--- config.mk ---
export PLATFORM = sky130hd
export DESIGN_NAME = instr_exec_unit
export DESIGN_NICKNAME = d
export VERILOG_FILES = /design/src/rtl/instr_exec_unit.sv
export SDC_FILE = /design/constraint.sdc
export NUM_CORES = 1
export LEC_CHECK = 0
export BUFFER_PORTS_ARGS = -buffer_cell sky130_fd_sc_hd__buf_2
export CAP_MARGIN = 10
export CORE_MARGIN = 8
export CORE_UTILIZATION = 58
export DETAILED_ROUTE_END_ITERATION = 7
export MAX_ROUTING_LAYER = met4
export PLACE_DENSITY = 0.81
export SYNTH_ARGS = -nofsm -noshare
export SYNTH_HDL_FRONTEND = slang
export SYNTH_SLANG_ARGS = --single-unit
export TNS_END_PERCENT = 1
--- constraint.sdc ---
create_clock -name clk -period 3.8 [get_ports clk]
set_input_delay 0.76 -clock clk [delete_from_list [all_inputs] [get_ports clk]]
set_output_delay 0.76 -clock clk [all_outputs]
set_load 0.02 [all_outputs]
--- src/rtl/instr_exec_unit.sv ---
// instr_exec_unit
// ---------------
// Fetch/decode/execute stage for the 16-bit instruction-memory datapath.
// Each instruction takes three cycles:
//   FETCH  -> DECODE -> EXEC
// The program counter can branch, so it replaces a free-running address counter.
// Instructions run against an internal 16x16 register file.
// Every register write-back is reported, and a HALT instruction parks the unit
// until the next reset.
//
// Ports:
//   clk        in   1   system clock, rising-edge
//   rst_n      in   1   asynchronous active-low reset
//   run        in   1   1 = proceed, 0 = stall at the next FETCH
//   instr_in   in  16   instruction word at address pc_out
//   dbg_addr   in   4   register-file debug read address
//   pc_out     out  4   instruction address to the storage block
//   read       out  1   storage read strobe, high while in FETCH
//   wb_valid   out  1   one-cycle pulse after a register write
//   wb_addr    out  4   register written
//   wb_data    out 16   value written
//   zero_flag  out  1   last ALU write-back result was zero
//   halted     out  1   HALT has executed
//   dbg_data   out 16   combinational read of reg[dbg_addr]

module instr_exec_unit (
  input  logic        clk,
  input  logic        rst_n,
  input  logic        run,
  input  logic [15:0] instr_in,
  input  logic [3:0]  dbg_addr,
  output logic [3:0]  pc_out,
  output logic        read,
  output logic        wb_valid,
  output logic [3:0]  wb_addr,
  output logic [15:0] wb_data,
  output logic        zero_flag,
  output logic        halted,
  output logic [15:0] dbg_data
);

  typedef enum logic [1:0] {
    S_FETCH  = 2'd0,
    S_DECODE = 2'd1,
    S_EXEC   = 2'd2,
    S_HALT   = 2'd3
  } state_t;

  state_t      state;
  state_t      state_next;

  logic [3:0]  pc;
  logic [15:0] ir;
  logic [15:0] a;
  logic [15:0] b;
  logic [15:0] rf [16];

  logic [3:0]  op;
  logic [3:0]  rd;
  logic [3:0]  rs;
  logic [3:0]  rt;
  logic [7:0]  imm8;
  logic [3:0]  imm4;

  logic [15:0] result;
  logic        is_wb;
  logic [3:0]  pc_next;

  // Instruction fields are sliced from the latched word.
  // The imm4 field doubles as the jump/branch target.
  assign op   = ir[15:12];
  assign rd   = ir[11:8];
  assign rs   = ir[7:4];
  assign rt   = ir[3:0];
  assign imm8 = ir[7:0];
  assign imm4 = ir[3:0];

  assign pc_out   = pc;
  assign dbg_data = rf[dbg_addr];

  // State register.
  // Reset always returns to FETCH, which drops any instruction in flight.
  always_ff @(posedge clk or negedge rst_n) begin
    if (!rst_n) begin
      state <= S_FETCH;
    end else begin
      state <= state_next;
    end
  end

  // Next-state and read strobe.
  // A low run is only honoured in FETCH, so an instruction already past
  // FETCH always completes. HALT is terminal until reset.
  always_comb begin
    state_next = state;
    read       = 1'b0;
    case (state)
      S_FETCH: begin
        read = 1'b1;
        if (run) begin
          state_next = S_DECODE;
        end
      end
      S_DECODE: state_next = S_EXEC;
      S_EXEC:   state_next = (op == 4'hF) ? S_HALT : S_FETCH;
      S_HALT:   state_next = S_HALT;
      default:  state_next = S_FETCH;
    endcase
  end

  // ALU and write-back qualification.
  // Opcodes 1..B write reg[rd] and update zero_flag.
  // Everything else leaves the register file and the flag alone.
  always_comb begin
    result = 16'h0000;
    is_wb  = 1'b0;
    case (op)
      4'h1: begin result = a + b;              is_wb = 1'b1; end
      4'h2: begin result = a - b;              is_wb = 1'b1; end
      4'h3: begin result = a & b;              is_wb = 1'b1; end
      4'h4: begin result = a | b;              is_wb = 1'b1; end
      4'h5: begin result = a ^ b;              is_wb = 1'b1; end
      4'h6: begin result = ~a;                 is_wb = 1'b1; end
      4'h7: begin result = a << imm4;          is_wb = 1'b1; end
      4'h8: begin result = a >> imm4;          is_wb = 1'b1; end
      4'h9: begin result = {8'h00, imm8};      is_wb = 1'b1; end
      4'hA: begin result = a + {12'h000, imm4}; is_wb = 1'b1; end
      4'hB: begin result = a;                  is_wb = 1'b1; end
      default: begin
        result = 16'h0000;
        is_wb  = 1'b0;
      end
    endcase
  end

  // Program-counter update applied at the EXEC edge.
  // Branches test the flag from earlier write-backs.
  // HALT holds pc, so pc_out keeps pointing at the HALT word.
  always_comb begin
    pc_next = pc + 4'd1;
    case (op)
      4'hC: pc_next = imm4;
      4'hD: pc_next = zero_flag ? imm4 : pc + 4'd1;
      4'hE: pc_next = zero_flag ? pc + 4'd1 : imm4;
      4'hF: pc_next = pc;
      default: pc_next = pc + 4'd1;
    endcase
  end

  // Datapath registers.
  // Operands are captured in DECODE, so an instruction whose rd equals
  // rs or rt still computes with the old values.
  // wb_valid is cleared every cycle other than the one after a write.
  always_ff @(posedge clk or negedge rst_n) begin
    if (!rst_n) begin
      pc        <= 4'd0;
      ir        <= 16'h0000;
      a         <= 16'h0000;
      b         <= 16'h0000;
      zero_flag <= 1'b0;
      wb_valid  <= 1'b0;
      wb_addr   <= 4'd0;
      wb_data   <= 16'h0000;
      halted    <= 1'b0;
      for (int i = 0; i < 16; i++) begin
        rf[i] <= 16'h0000;
      end
    end else begin
      wb_valid <= 1'b0;
      case (state)
        S_FETCH: begin
          if (run) begin
            ir <= instr_in;
          end
        end
        S_DECODE: begin
          a <= rf[rs];
          b <= rf[rt];
        end
        S_EXEC: begin
          pc <= pc_next;
          if (is_wb) begin
            rf[rd]    <= result;
            zero_flag <= (result == 16'h0000);
            wb_valid  <= 1'b1;
            wb_addr   <= rd;
            wb_data   <= result;
          end
          if (op == 4'hF) begin
            halted <= 1'b1;
          end
        end
        default: ;
      endcase
    end
  end

endmodule

==> impl_metrics.ini, run 1 <==
[power_and_ir_drop]
ir_drop_v = 0.000548
pwr_density_cell_nw_per_um2 = 957
p_leak_nw = 10.6
total_power_mw = 24.1

[finish]
area_growth_pct = 13.1
nets = 2069
n_antenna_cell = 0
fill_cells = 2656
postLayoutCoreUtil_pct = 66.7
drive_above_1_share_pct = 34.3

[routing]
avgViaCountPerCell = 7.15
postRouteAntennaNets = 0
routed-via-count = 18100
drt_iter0_drc = 2564
drc = 0
dr.pass1.iters = 7
wl_per_cell_um = 28.8
wl_um = 72600

[worst_hold_path]
hold_path.class = in2async

[clock_network]
tritoncts = yes
insertion_delay_ns = 0.56
cts_sinks = 333
hold_buffers = 0
clockBufferDepth = 3
path_clk_slew_ns = 0.06
htreeDepth = 2
cts_root_buffer = clkbuf_16
cts_buffers = 38

[floorplan]
die_h_um = 212
coreArea_um2 = 37700
initial_core_util_pct = 59.0
die_area_um2 = 44800
ios = 67
die_w_um = 212
rows = 71

[grt]
grt_pass1_wl_um = 110000
grt_pass1_vias = 18400
met2_usage_pct = 51.9
grt_use_met1_pct = 40.2
met3_usage_pct = 7.70
antenna_found_initial = 1
gr-usage-all-layers_pct = 33.3
overflow = 0
busiest_layer = met2
grt_max_degree = 87

[status]
violations = setup timing
outcome = complete, but fails checks

[timing]
timing.final.crit_share_pct = 104
slew_viol_final = 0
tightest_slew_ns = 1.17
slew-limit-headroom_pct = 21.7
finalSetupViolCount = 17
hold_violations = 0
fmax_mhz = 254
rsz0062_at_grt = true
clock-skew-final_ns = 0.0313
fin_crit_ns = 3.94
finalWorstSetupSlack_ns = -0.136

[critical_path]
crit_fanout = 21
slowest_delay_ns = 0.42
reg2reg_slack_ns = -0.14
crit_type = reg2reg
arrival_ns = 4.35
r2r_end = rf[78]
worstPathCellList = inv_2 > ha_4 > buf_12 > nor2_4 > o21ai_1 > ha_2 > fa_2 > a21o_1 > a221oi_4 > a2111oi_4 > o31a_1 > nor2_2 > xor2_2 > a2bb2oi_4 > clkbuf_16 > a21oi_2
crit_path_start = ir[15]
slowest_stage = dfrtp_1
endpoint = rf[78]
cp-start-kind = flip-flop
crit_cells = 16
end_kind = flip-flop
cp_top_family = compound AO/OA/AOI/OAI gates
r2r_start = ir[15]
critPathRequiredTime_ns = 4.22
path_buf_inv = 3
reg2regPathDepth = 16

[synthesis]
synth_seq_cells = 333
ys.flop_type = dfrtp_1
syn-cell-area_um2 = 22200
synthTopCellsByArea = dfrtp_1, mux4_2, a21oi_1, mux2_2, ha_1
yosysMostFrequentCell = dfrtp_1
ys_seq_area_share_pct = 37.5
netlist.area_leader.share_pct = 37.5
yosys.area.top_type = dfrtp_1
async_flop_share_pct = 100
netlist_instances = 1925
synth_edf_count = 0
synthTopCellsByCount = dfrtp_1, mux4_2, nor2_1
syn_avg_cell_area_um2 = 11.5
syn-num-nets = 2007
yosys_warnings = 0
synth.distinct_cells = 98

[placement]
dp_hpwl_um = 46800
io_buffers = 66
post-place-ws_ns = 0.0433
routabilityCongestion = 1.05

[flow_run]
maxCapViolations = 0
## metal layers
| layer | wire length, µm | vias up | part of all wire (%) |
|---|---|---|---|
| met5 | 0 | - | 0 |
| met2 | 34700 | 1327 | 48 |
| met3 | 7850 | 367 | 11 |
| met1 | 25600 | 8971 | 35 |
| li1 | - | 7395 | - |
| met4 | 4510 | 0 | 6.2 |
## sequential cells by signal, indices dropped and copies added (netlist names)
register,cells
rf,256
a,16
b,16
ir,16
wb_data,16
pc_out,4
wb_addr,4
state,2
halted,1
wb_valid,1
zero_flag,1
## layout by cell type (no fill, tap or decap), types with 11 or more instances in the layout
master     synthesis  routed
dfrtp_1          333     329
mux4_2           252     252
nor2_1           193     184
nand2_1          167     163
a21oi_1          169     156
o21ai_0          136     125
buf_4              6     112
mux2_2            71      71
buf_2             36      64
ha_1              58      54
inv_1             54      51
mux2i_1           44      44
clkbuf_16          0      41
a21oi_2           11      24
nand3_1           22      22
xnor2_1           19      19
nor3_1            13      13
buf_12             2      12
a31oi_1           12      11
## final cells by class
type	instances	area, µm²	share of cell area, %
Sequential cell	333	8350	33.2
Timing Repair Buffer	194	1500	5.97
Clock buffer	46	1030	4.11
Clock inverter	21	270	1.08
Tap cell	511	639	2.54
Multi-Input combinational cell	1365	13100	52.3
Inverter	55	206	0.822
## power by group
part | switching (mW) | internal [mW]
clock network | 1.56 | 2.30
logic | 7.46 | 6.15
registers | 1.69 | 4.89
total | 10.7 | 13.3
## worst min-delay path by stage
stage / startpoint / endpoint / slack (ns) / cells after the start
after floorplan: rst_n / a[0] / 0.46 / 0
after global placement: wb_addr[3] / wb_addr[3] / 0.45 / 2
after detailed placement: wb_addr[3] / wb_addr[3] / 0.46 / 2
after CTS: rst_n / rf[20] / 0.23 / 1
after global routing: rst_n / rf[51] / 0.26 / 1
final: rst_n / rf[51] / 0.21 / 1
## what timing repair did
action                     4_1_cts  5_1_grt
setup endpoints to repair        2       66
pin swaps                        0       18
setup buffers                    0       10
gates resized for setup          2       61
cloned                           0        2
## cell families after synthesis
group                      after synthesis  synth area share, %
AOI/OAI and AO/OA                      440                 12.4
xor gates and xnor gates                23                0.907
adders and majority gates               59                 3.36
buffers and inverters                  227                 4.69
DFF                                    333                 37.5
muxes                                  373                 31.7
and+or+nand+nor                        470                 9.45
## stage by stage
step                      area [µm²]  hold WS [ns]  TNS (ns)  std cells
final                          25100         0.214     -1.52       2525
after global routing           25100         0.257     -4.05       2525
after CTS                      24800         0.230         0       2513
after detailed placement       23500         0.461         0       2446
after floorplan                22300         0.464         0       1925
after global placement         23500         0.455         0       2446
## worst register-to-register path, stage by stage, from the launching register on
cell and delay, ns:
dfrtp_1 0.42, inv_2 0.08, ha_4 0.20, buf_12 0.17, nor2_4 0.13, o21ai_1 0.07, ha_2 0.21, fa_2 0.37
a21o_1 0.23, a221oi_4 0.35, a2111oi_4 0.13, o31a_1 0.35, nor2_2 0.17, xor2_2 0.24, a2bb2oi_4 0.35, clkbuf_16 0.25
a21oi_2 0.07
(Power assumes the default switching activity.)
==> inputs of run 2 (changes only) <==
Settings changed: CORE_UTILIZATION 58 to 64, PLACE_DENSITY 0.81 to 0.85.
Clock period 3.8 ns to 4.2 ns, I/O delays scaled along.
==> run 2 against run 1 <==
The run now ends clean; flip-flop and latch count is the same; global-route usage grew 2.8 points; sequential share of layout area grew 1.1 points; clock power fell by 11%; first-iteration DRC count up 16%; via count is 1.5% higher; clock skew fell by 0.0035 ns; fmax fell by 1.4%; largest cell class unchanged.
==> impl_metrics.ini, run 2 (synthesis gave the netlist of run 1 again) <==
[clock_network]
cts_sinks = 333
cts_resized = 0
cts_root_buffer = clkbuf_16
cts_buffers = 37
htreeDepth = 2
clockBufferDepth = 3
hold_buffers = 0
tritoncts = yes
path_clk_slew_ns = 0.06
post-cts-setup-buffer-count = 0
insertion_delay_ns = 0.55

[finish]
final_cell_mix = dfrtp_1, mux4_2, nor2_1, a21oi_1, nand2_1
design_area_um2 = 24400
mostFrequentLayoutCell = dfrtp_1
area_growth_pct = 9.62
fin_cells = 2417
fill_cells = 2173
regMostFlops = rf
seq_area_um2 = 8350
drive_above_1_share_pct = 29.9
nets = 2015
multiInputGateArea_um2 = 12900
largest_reg_flops = 256

[critical_path]
cp-start-kind = flip-flop
arrival_ns = 4.40
crit_type = reg2reg
end_kind = flip-flop
cp_top_family = compound AO/OA/AOI/OAI gates
slowest_delay_ns = 0.45
crit_fanout = 17
slowest_stage = fa_1
path_buf_inv = 3
critPathRequiredTime_ns = 4.61
worstPathCellList = inv_1 > ha_1 > and3b_1 > buf_4 > nand2_1 > o21ai_0 > ha_1 > fa_1 > a21o_1 > a221oi_4 > a2111oi_2 > o31a_1 > nor2_1 > xor2_1 > a2bb2oi_2 > buf_4 > o21ai_0

[grt]
overflow = 0
grt_pass1_vias = 18800
grt_max_degree = 121
grt_pass1_wl_um = 112000
antenna_found_initial = 1
gr-usage-all-layers_pct = 36.1

[floorplan]
rows = 68
ios = 67
coreArea_um2 = 34400
die_h_um = 202
die_w_um = 202
initial_core_util_pct = 64.6
die_area_um2 = 40900

[timing]
tightest_slew_ns = 1.16
finalWorstSetupSlack_ns = 0.209
hold_violations = 0
fin_crit_ns = 3.99
clock-skew-final_ns = 0.0278
finalSetupViolCount = 0
fmax_mhz = 251
slew_viol_final = 0
timing.final.crit_share_pct = 95.0
slew-limit-headroom_pct = 23.0

[power_and_ir_drop]
ir_drop_v = 0.000559
seq_power_share_pct = 29.0
pwr-share-comb_pct = 54.6
switching_share_pct = 44.9
p_sw_mw = 9.42
clockPowerShare_pct = 16.3
pwr_density_cell_nw_per_um2 = 861
intPower_mw = 11.5
p_leak_nw = 10.3
total_power_mw = 21.0

[placement]
post-place-ws_ns = 0.171
dp_hpwl_um = 44900
dp_cells = 2348
routabilityCongestion = 1.06
place_area_um2 = 23000
io_buffers = 66

[routing]
postRouteAntennaNets = 0
dr.pass1.iters = 7
wl_per_cell_um = 29.6
drc = 0
avgViaCountPerCell = 7.58
wl_um = 71500
drt_iter0_drc = 2977
routed-via-count = 18300

[worst_hold_path]
hold_path.class = in2async

[status]
outcome = completed

[flow_run]
maxCapViolations = 0
## run 2: layer usage
metal | up-vias | global-route usage (%) | share of wire (%)
li1 | 7292 | - | -
met1 | 8949 | 43.5 | 33
met2 | 1640 | 54.0 | 47
met3 | 449 | 10.4 | 13
met4 | 0 | 21.4 | 6.9
met5 | - | - | 0
## run 2: path summary, 6_finish.rpt
kind                         from      end  slack [ns]  depth (start not counted)
setup reg to reg           ir[14]   rf[62]        0.21                         17
hold / removal              rst_n  rf[179]        0.41                          1
max in group asynchronous   rst_n   rf[40]        2.83                          2
min in group clk           halted   halted        0.47                          1
hold reg to reg            halted   halted        0.47                          1
setup / recovery           ir[14]   rf[62]        0.21                         17
## run 2: power by group through the flow
stage	clock network (mW)	registers [mW]	logic (mW)
finish	3.43	6.08	11.5
global route	3.56	6.21	12.1
CTS	3.43	5.98	11.1
detailed placement	0	5.96	11.0
global placement	0	5.76	10.7
floorplan	0	5.36	8.26
## run 2: stage by stage
step                      hold WS, ns  setup TNS, ns  utilization [%]
after floorplan                 0.479              0                -
after global placement          0.438              0             67.0
after detailed placement        0.456              0             67.0
after global routing            0.467        -0.0497             70.8
after CTS                       0.448              0             70.7
final                           0.408              0             70.9
## run 2: layout make-up
class                           count  area share [%]
Multi-Input combinational cell   1365            53.0
Inverter                           55           0.848
Clock inverter                     10           0.658
Tap cell                          455            2.34
Sequential cell                   333            34.3
Timing Repair Buffer              141            4.30
Antenna cell                        2          0.0206
Clock buffer                       56            4.56
